File: config.mk
export PLATFORM = sky130hd
export DESIGN_NAME = pc_sequencer
export DESIGN_NICKNAME = d
export VERILOG_FILES = /design/src/rtl/pc_sequencer.sv
export SDC_FILE = /design/constraint.sdc
export NUM_CORES = 1
export LEC_CHECK = 0
export ABC_AREA = 1
export ABC_CLOCK_PERIOD_IN_PS = 1200
export BUFFER_PORTS_ARGS = -buffer_cell sky130_fd_sc_hd__buf_2
export CORE_AREA = 2 2 100 102
export CTS_BUF_LIST = sky130_fd_sc_hd__clkbuf_16
export DETAILED_ROUTE_END_ITERATION = 12
export DIE_AREA = 0 0 102 104
export GPL_TIMING_DRIVEN = 0
export HOLD_SLACK_MARGIN = 0.08
export PLACE_DENSITY_LB_ADDON = 0.08
export SYNTH_ARGS = -nofsm -noshare
export SYNTH_HDL_FRONTEND = slang
export SYNTH_SLANG_ARGS = --single-unit
File: constraint.sdc
create_clock -name clock -period 1.2 [get_ports clock]
set_input_delay 0.06 -clock clock [delete_from_list [all_inputs] [get_ports clock]]
set_output_delay 0.06 -clock clock [all_outputs]
set_load 0.05 [all_outputs]
File: src/rtl/pc_sequencer.sv
// rtl/pc_sequencer.sv - multi-cycle fetch/exec/commit sequencer owning the architectural PC
// Optional retired-instruction counter enabled by PC_SEQ_RETIRE_CNT_EN.
module pc_sequencer #(
  parameter logic [31:0] RESET_PC      = 32'h8000_0000,
  parameter int unsigned FETCH_TIMEOUT = 255
) (
  input  logic        clock,
  input  logic        reset,
  output logic        io_imem_req_valid,
  input  logic        io_imem_req_ready,
  output logic [31:0] io_imem_req_addr,
  input  logic        io_imem_resp_valid,
  input  logic [31:0] io_imem_resp_data,
  output logic [31:0] io_instruction,
  output logic [31:0] io_pc_count,
  input  logic [3:0]  io_pc_next_type,
  input  logic [31:0] io_pc_next,
  input  logic        io_is_unknown_instruction,
  output logic        io_exec,
  output logic        io_wb_en,
  output logic        io_halted,
  output logic        io_trapped,
  output logic [1:0]  io_trap_cause,
  output logic [31:0] io_retired
);

  typedef enum logic [2:0] {
    S_IDLE,
    S_REQ,
    S_RESP,
    S_EXEC,
    S_COMMIT,
    S_HALT,
    S_TRAP
  } state_e;

  localparam logic [31:0] NOP_INSTR    = 32'h0000_0013;
  // Last fetch cycle index that may still complete before the timeout trap.
  localparam logic [7:0]  TIMEOUT_LAST = 8'(FETCH_TIMEOUT - 1);

  state_e      state_q, state_d;
  logic [31:0] pc_q, pc_d;
  logic [31:0] instr_q, instr_d;
  logic [7:0]  tmo_q, tmo_d;
  logic [1:0]  cause_q, cause_d;
  logic        wb_en;

  always_ff @(posedge clock or negedge reset) begin
    if (!reset) begin
      state_q <= S_IDLE;
      pc_q    <= RESET_PC;
      instr_q <= NOP_INSTR;
      tmo_q   <= '0;
      cause_q <= 2'd0;
    end else begin
      state_q <= state_d;
      pc_q    <= pc_d;
      instr_q <= instr_d;
      tmo_q   <= tmo_d;
      cause_q <= cause_d;
    end
  end

  always_comb begin
    state_d = state_q;
    pc_d    = pc_q;
    instr_d = instr_q;
    tmo_d   = '0;
    cause_d = cause_q;
    wb_en   = 1'b0;
    case (state_q)
      S_IDLE: state_d = S_REQ;
      S_REQ: begin
        tmo_d = tmo_q + 8'd1;
        if (tmo_q == TIMEOUT_LAST) begin
          state_d = S_TRAP;
          cause_d = 2'd3;
        end else if (io_imem_req_ready) begin
          state_d = S_RESP;
        end
      end
      S_RESP: begin
        tmo_d = tmo_q + 8'd1;
        // A response arriving on the final allowed cycle beats the timeout.
        if (io_imem_resp_valid) begin
          instr_d = io_imem_resp_data;
          state_d = S_EXEC;
        end else if (tmo_q == TIMEOUT_LAST) begin
          state_d = S_TRAP;
          cause_d = 2'd3;
        end
      end
      S_EXEC: state_d = S_COMMIT;
      S_COMMIT: begin
        if (io_is_unknown_instruction || (io_pc_next_type == 4'd3)) begin
          state_d = S_TRAP;
          cause_d = 2'd1;
        end else if (io_pc_next_type == 4'd4) begin
          state_d = S_HALT;
        end else if (io_pc_next[1:0] != 2'b00) begin
          state_d = S_TRAP;
          cause_d = 2'd2;
        end else begin
          wb_en   = 1'b1;
          pc_d    = io_pc_next;
          state_d = S_REQ;
        end
      end
      S_HALT: state_d = S_HALT;
      S_TRAP: state_d = S_TRAP;
      default: state_d = S_IDLE;
    endcase
  end

  assign io_imem_req_valid = (state_q == S_REQ);
  assign io_imem_req_addr  = pc_q;
  assign io_instruction    = instr_q;
  assign io_pc_count       = pc_q;
  assign io_exec           = (state_q == S_EXEC);
  assign io_wb_en          = wb_en;
  assign io_halted         = (state_q == S_HALT);
  assign io_trapped        = (state_q == S_TRAP);
  assign io_trap_cause     = cause_q;

`ifdef PC_SEQ_RETIRE_CNT_EN
  logic [31:0] retired_q, retired_d;

  assign retired_d = wb_en ? (retired_q + 32'd1) : retired_q;

  always_ff @(posedge clock or negedge reset) begin
    if (!reset) begin
      retired_q <= '0;
    end else begin
      retired_q <= retired_d;
    end
  end

  assign io_retired = retired_q;
`else
  assign io_retired = '0;
`endif

endmodule

* After elaboration in Yosys (flattened, before gate mapping)
Cells that the tools add are included.
** Cells by class
- Bitwise gates (word level) :: 3
- Reduce and logical (&&, ||, !) cells :: 9
- Mux-type cells :: 19
- Equal/unequal tests :: 14
- $add $sub $neg :: 1
** Operators by type and width (number)
- two-way mux 3 bit :: 7
- one-hot mux 3 bit (7 select lines) :: 1
- two-way mux 2 bit :: 5
- equality test 3 bit (second input constant) :: 3
- != test 3 bit (second input constant) :: 3
- adder 8 x 1 -> 8 bit (second input constant) :: 1
- equality test 8 bit (second input constant) :: 1
- two-way mux 8 bit :: 1
- AND reduction 4 bit :: 2
- equality test 3 x 2 -> 1 bit (second input constant) :: 2
- one-hot mux 2 bit (3 select lines) :: 1
- equality test 4 x 2 -> 1 bit (second input constant) :: 1
- equality test 4 x 3 -> 1 bit (second input constant) :: 1
- two-way mux 1 bit :: 4
- AND reduction 2 bit :: 2
- equality test 3 x 1 -> 1 bit (second input constant) :: 1
- logical NOT 3 bit :: 1
- != test 3 x 1 -> 1 bit (second input constant) :: 1
- NOT 1 bit :: 3
- nonzero test 3 bit :: 1
- != test 2 bit (second input constant) :: 1
- nonzero test 2 bit :: 1
- OR reduction 2 bit :: 1
- logical OR 1 bit :: 1
** Storage, ports and cells
- Input bits :: 73
- Output and inout bits :: 135
- Word-level logic and storage cells :: 51
- Bits in registers :: 77

* Depth between registers and ports, before layout
- Depth after elaboration :: 5
- Depth in mapped cells :: 10

* Worst setup path before layout
No wires, ideal clock.
- Path type :: reg-to-reg
- Start point :: register state_q[0]
- End point :: register state_q[1]
- Buffers on the path :: 0
- Path slack :: -293 ps
- Setup time :: 65 ps
- Clock period less this slack :: 1493 ps
- Data arrival time :: 1428 ps
- Cell stages (with the launch flop) :: 11
- Cells stage by stage :: dfrtp_1 -> inv_1 -> nor2_1 -> nand2_1 -> inv_1 -> nand2_1 -> nand2_1 -> o21ai_0 -> inv_1 -> nand2_1 -> nand2_1
** On the way
- Cells in the longest elaborated chain, start to end :: 3
- Elaborated cells between the ends (all ways) :: 11
- Classes of those cells :: eq/ne: 8; mux: 1; reduce/logical: 2
** Ends and longest elaborated chain
- start, declared :: RTL line 41 : state_e state_q, state_d;
- start signal, assigned :: RTL line 56 : state_q <= state_d;
- equality test 3 x 1 -> 1 bit *
- named net io_imem_req_valid :: RTL line 9 : output logic io_imem_req_valid,
- != test 3 x 1 -> 1 bit (no source line)
- AND reduction 2 bit (no source line)
The timed path passes the listed nets; every way through them passes the cells marked *.
A chain may end at the register's enable or synchronous reset.

* Worst setup path after layout
- Start point :: register state_q[2]
- End point :: register instr_q[30] (netlist: io_instruction[30])
** On the way
- Cells in the longest elaborated chain, start to end :: 2
** Ends and longest elaborated chain
- equality test 3 x 2 -> 1 bit :: RTL line 71 : case (state_q)
- AND reduction 2 bit (no source line)
- end signal, assigned :: RTL line 58 : instr_q <= instr_d;
- end, declared :: RTL line 43 : logic [31:0] instr_q, instr_d;
Every way passes these cells.

==> impl_metrics.ini <==
[die]
rows = 36
die_area_um2 = 10600
chipHeight_um = 104
die_w_um = 102
num_io_pins = 208
core_area_um2 = 9550
initial_utilization_pct = 39.9

[timing]
layout_min_cycle_time_ns = 1.47
tns_ns = -14.94
max_freq_ghz = 0.682
rsz0062_at_grt = true
setup_slack_ns = -0.266
fin_crit_sh_pct = 122
fin_skew_ns = 0.00600
maxSlewViolCount = 0
timing.hold.ws_ns = 0.120
hold_violations = 0
setup_viol_count_final = 82

[placed_design]
dp_hpwl_mm = 6.68
dp_slack_ns = -0.272
numPortBuffers = 175
gp_congestion = 0.816
place_area_um2 = 5020
dp.cells = 724

[pwr]
irDropWorstVdd_mv = 0.753
p_per_area_nw_per_um2 = 1050
p_leak_nw = 3.77

[global_route]
antenna_found_initial = 0
grt_pass1_vias = 3491
grt_usage_pct = 19.8
grt.overflow.total = 0
grt_max_degree = 50
grt_pass1_wl_mm = 16.7

[layout]
stdcell_area_um2 = 6340
nets = 759
layout-drive-gt1-share_pct = 50.9
n_antenna_cell = 0
area_growth_pct = 66.4
fin_cells = 822

[routing]
drtIter0Drc = 70
ant_nets = 0
firstDrtPassIters = 4
drt_wl_total_mm = 10.4
wl_per_cell_um = 12.6
drc_errors = 0
num_vias = 3414
viasPerCell = 4.15

[hold_path]
whs_path_depth = 6
holdCritPathClass = in -> reg
worstHoldEndpoint = state_q[0]
min_from = io_imem_req_ready

[synth]
synth_compound_gate_area_share_pct = 2.03
yosys.cell_types.count = 25
avgSynthCellArea_um2 = 9.93
synth-simple-area-share_pct = 17.0
ys_ff_latch = 77
syn_inst = 384
synth_area_leaders = dfrtp_1, buf_4, nand2_1, mux2_4, dfstp_2
synth.top_cell.area_share_pct = 47.9
synth_top_family_by_area = buffers and inverters
ys.warnings.count = 0
ys_seq_area_share_pct = 50.7
synthAdderAreaFrac_pct = 0.656
synth_area_um2 = 3810
synth_xor_area_share_pct = 0.230
post-synth-top-area-cell = dfrtp_1
synth_mux_area_share_pct = 12.0

[cts]
clk_pin_slew_worst_paths_ns = 0.06
clk_latency_ns = 0.33
root_buffer = clkbuf_16
cts_inserted_buffers = 9
cts.sinks = 77
cts_tree = built
clk_path_buf_depth = 2
cts.htree.levels = 3

[critical_path]
reg2regPathDepth = 4
arrival_ns = 1.67
worstSetupEndpointType = flip-flop
reg2reg_setup_slack_ns = -0.27
cp_slowest_cell = dfrtp_2
criticalPathCategory = reg -> reg
critPathRequiredTime_ns = 1.41
worst_r2r_startpoint = state_q[2]
slowest_delay_ns = 0.44
path_cells = nor3_4 > nand2_4 > buf_12 > mux2_4
crit_fanout = 10
start_kind = flip-flop
r2r-end = io_instruction[30]

[status]
violations = negative setup slack
status = finished, violations left

[job]
maxCapViolations = 0
==> through the flow <==
stage	util [%]	power [mW]
2_1_floorplan	-	3.28
3_3_place_gp	52.2	3.51
3_5_place_dp	52.5	3.53
4_1_cts	65.3	6.75
5_1_grt	66.4	6.95
6_report	66.4	6.67
==> logic make-up after synthesis <==
family          Yosys count
buf+inv                  97
xor+xnor                  1
mux                      32
other cells               1
compound gates           14
simple gates            160
flops                    77
fa+ha+maj                 2
==> registers in the layout, indices dropped and copies added, names as in the netlist <==
| signal | cells |
|---|---|
| state_q | 3 |
| tmo_q | 8 |
| io_instruction | 32 |
| io_trap_cause | 2 |
| io_imem_req_addr | 32 |
==> how the worst max path moves through the flow <==
stage	from	cells past startpoint	slack, ns	to
after floorplan	state_q[0]	10	-0.26	state_q[1]
final	state_q[2]	4	-0.27	io_instruction[30]
after CTS	state_q[0]	5	-0.28	io_wb_en
after global placement	reset	1	-0.51	state_q[0]
after detailed placement	state_q[0]	5	-0.27	io_wb_en
after global routing	state_q[1]	5	-0.31	io_imem_req_valid
==> worst max-delay path: cells and delay by family, from the launching register on <==
| kind | cells | cell delay [ns] |
|---|---|---|
| simple gates | 2 | 0.41 |
| buf+inv | 1 | 0.19 |
| flops | 1 | 0.44 |
| mux | 1 | 0.30 |
==> layer usage <==
layer	up-vias	GRT usage [%]	part of all wire, %
met4	0	6.95	2.1
met3	20	4.64	6.3
met1	1558	23.2	39
met2	134	34.9	53
li1	1702	-	-
met5	-	0	0
==> where the power goes <==
part | internal [mW] | switching, mW
clock network | 2.01 | 1.01
registers | 2.63 | 0.0234
logic | 0.390 | 0.616
total | 5.02 | 1.65
==> synth_stat cells, drive strengths merged <==
cell and instances:
xnor2 1, nor2 18, ha 2, nand4 2, mux2 32, dfstp 4, nand2 128, or2 1
a31oi 1, a21oi 7, conb 1, a21o 1, buf 73, nand3 8, nor3 3, o21ai 5
dfrtp 73, inv 24
==> repair_timing <==
item	in CTS	in global routing
pin swaps	7	8
hold buffers	63	0
endpoints found under the hold margin	135	0
resized for setup	46	20
setup buffers	16	4
endpoints found under the setup margin	82	86
==> area by class of cell <==
cell class	instances	area, um^2
plain buffers	73	604
clock buffers	9	225
clock inverters	7	106
fillers	788	3200
inverters	24	109
multi-input cells	241	1430
flip-flops and latches	77	1940
well taps	133	166
repair buffers	258	1770
==> layout by cell type, fill, tap and decap left out, types with 5 or more instances in the layout <==
cell type and count:
dlygate4sd3_1 63, buf_2 165, buf_6 9, buf_8 5, mux2_2 6, nor2_4 5, buf_4 81, nand2_1 120
a21oi_1 6, conb_1 32, dfrtp_1 70, mux2_4 26, nand2_2 7, nor2_1 11, inv_1 19, clkbuf_16 9
No activity file was read; power rests on OpenSTA's default activity.
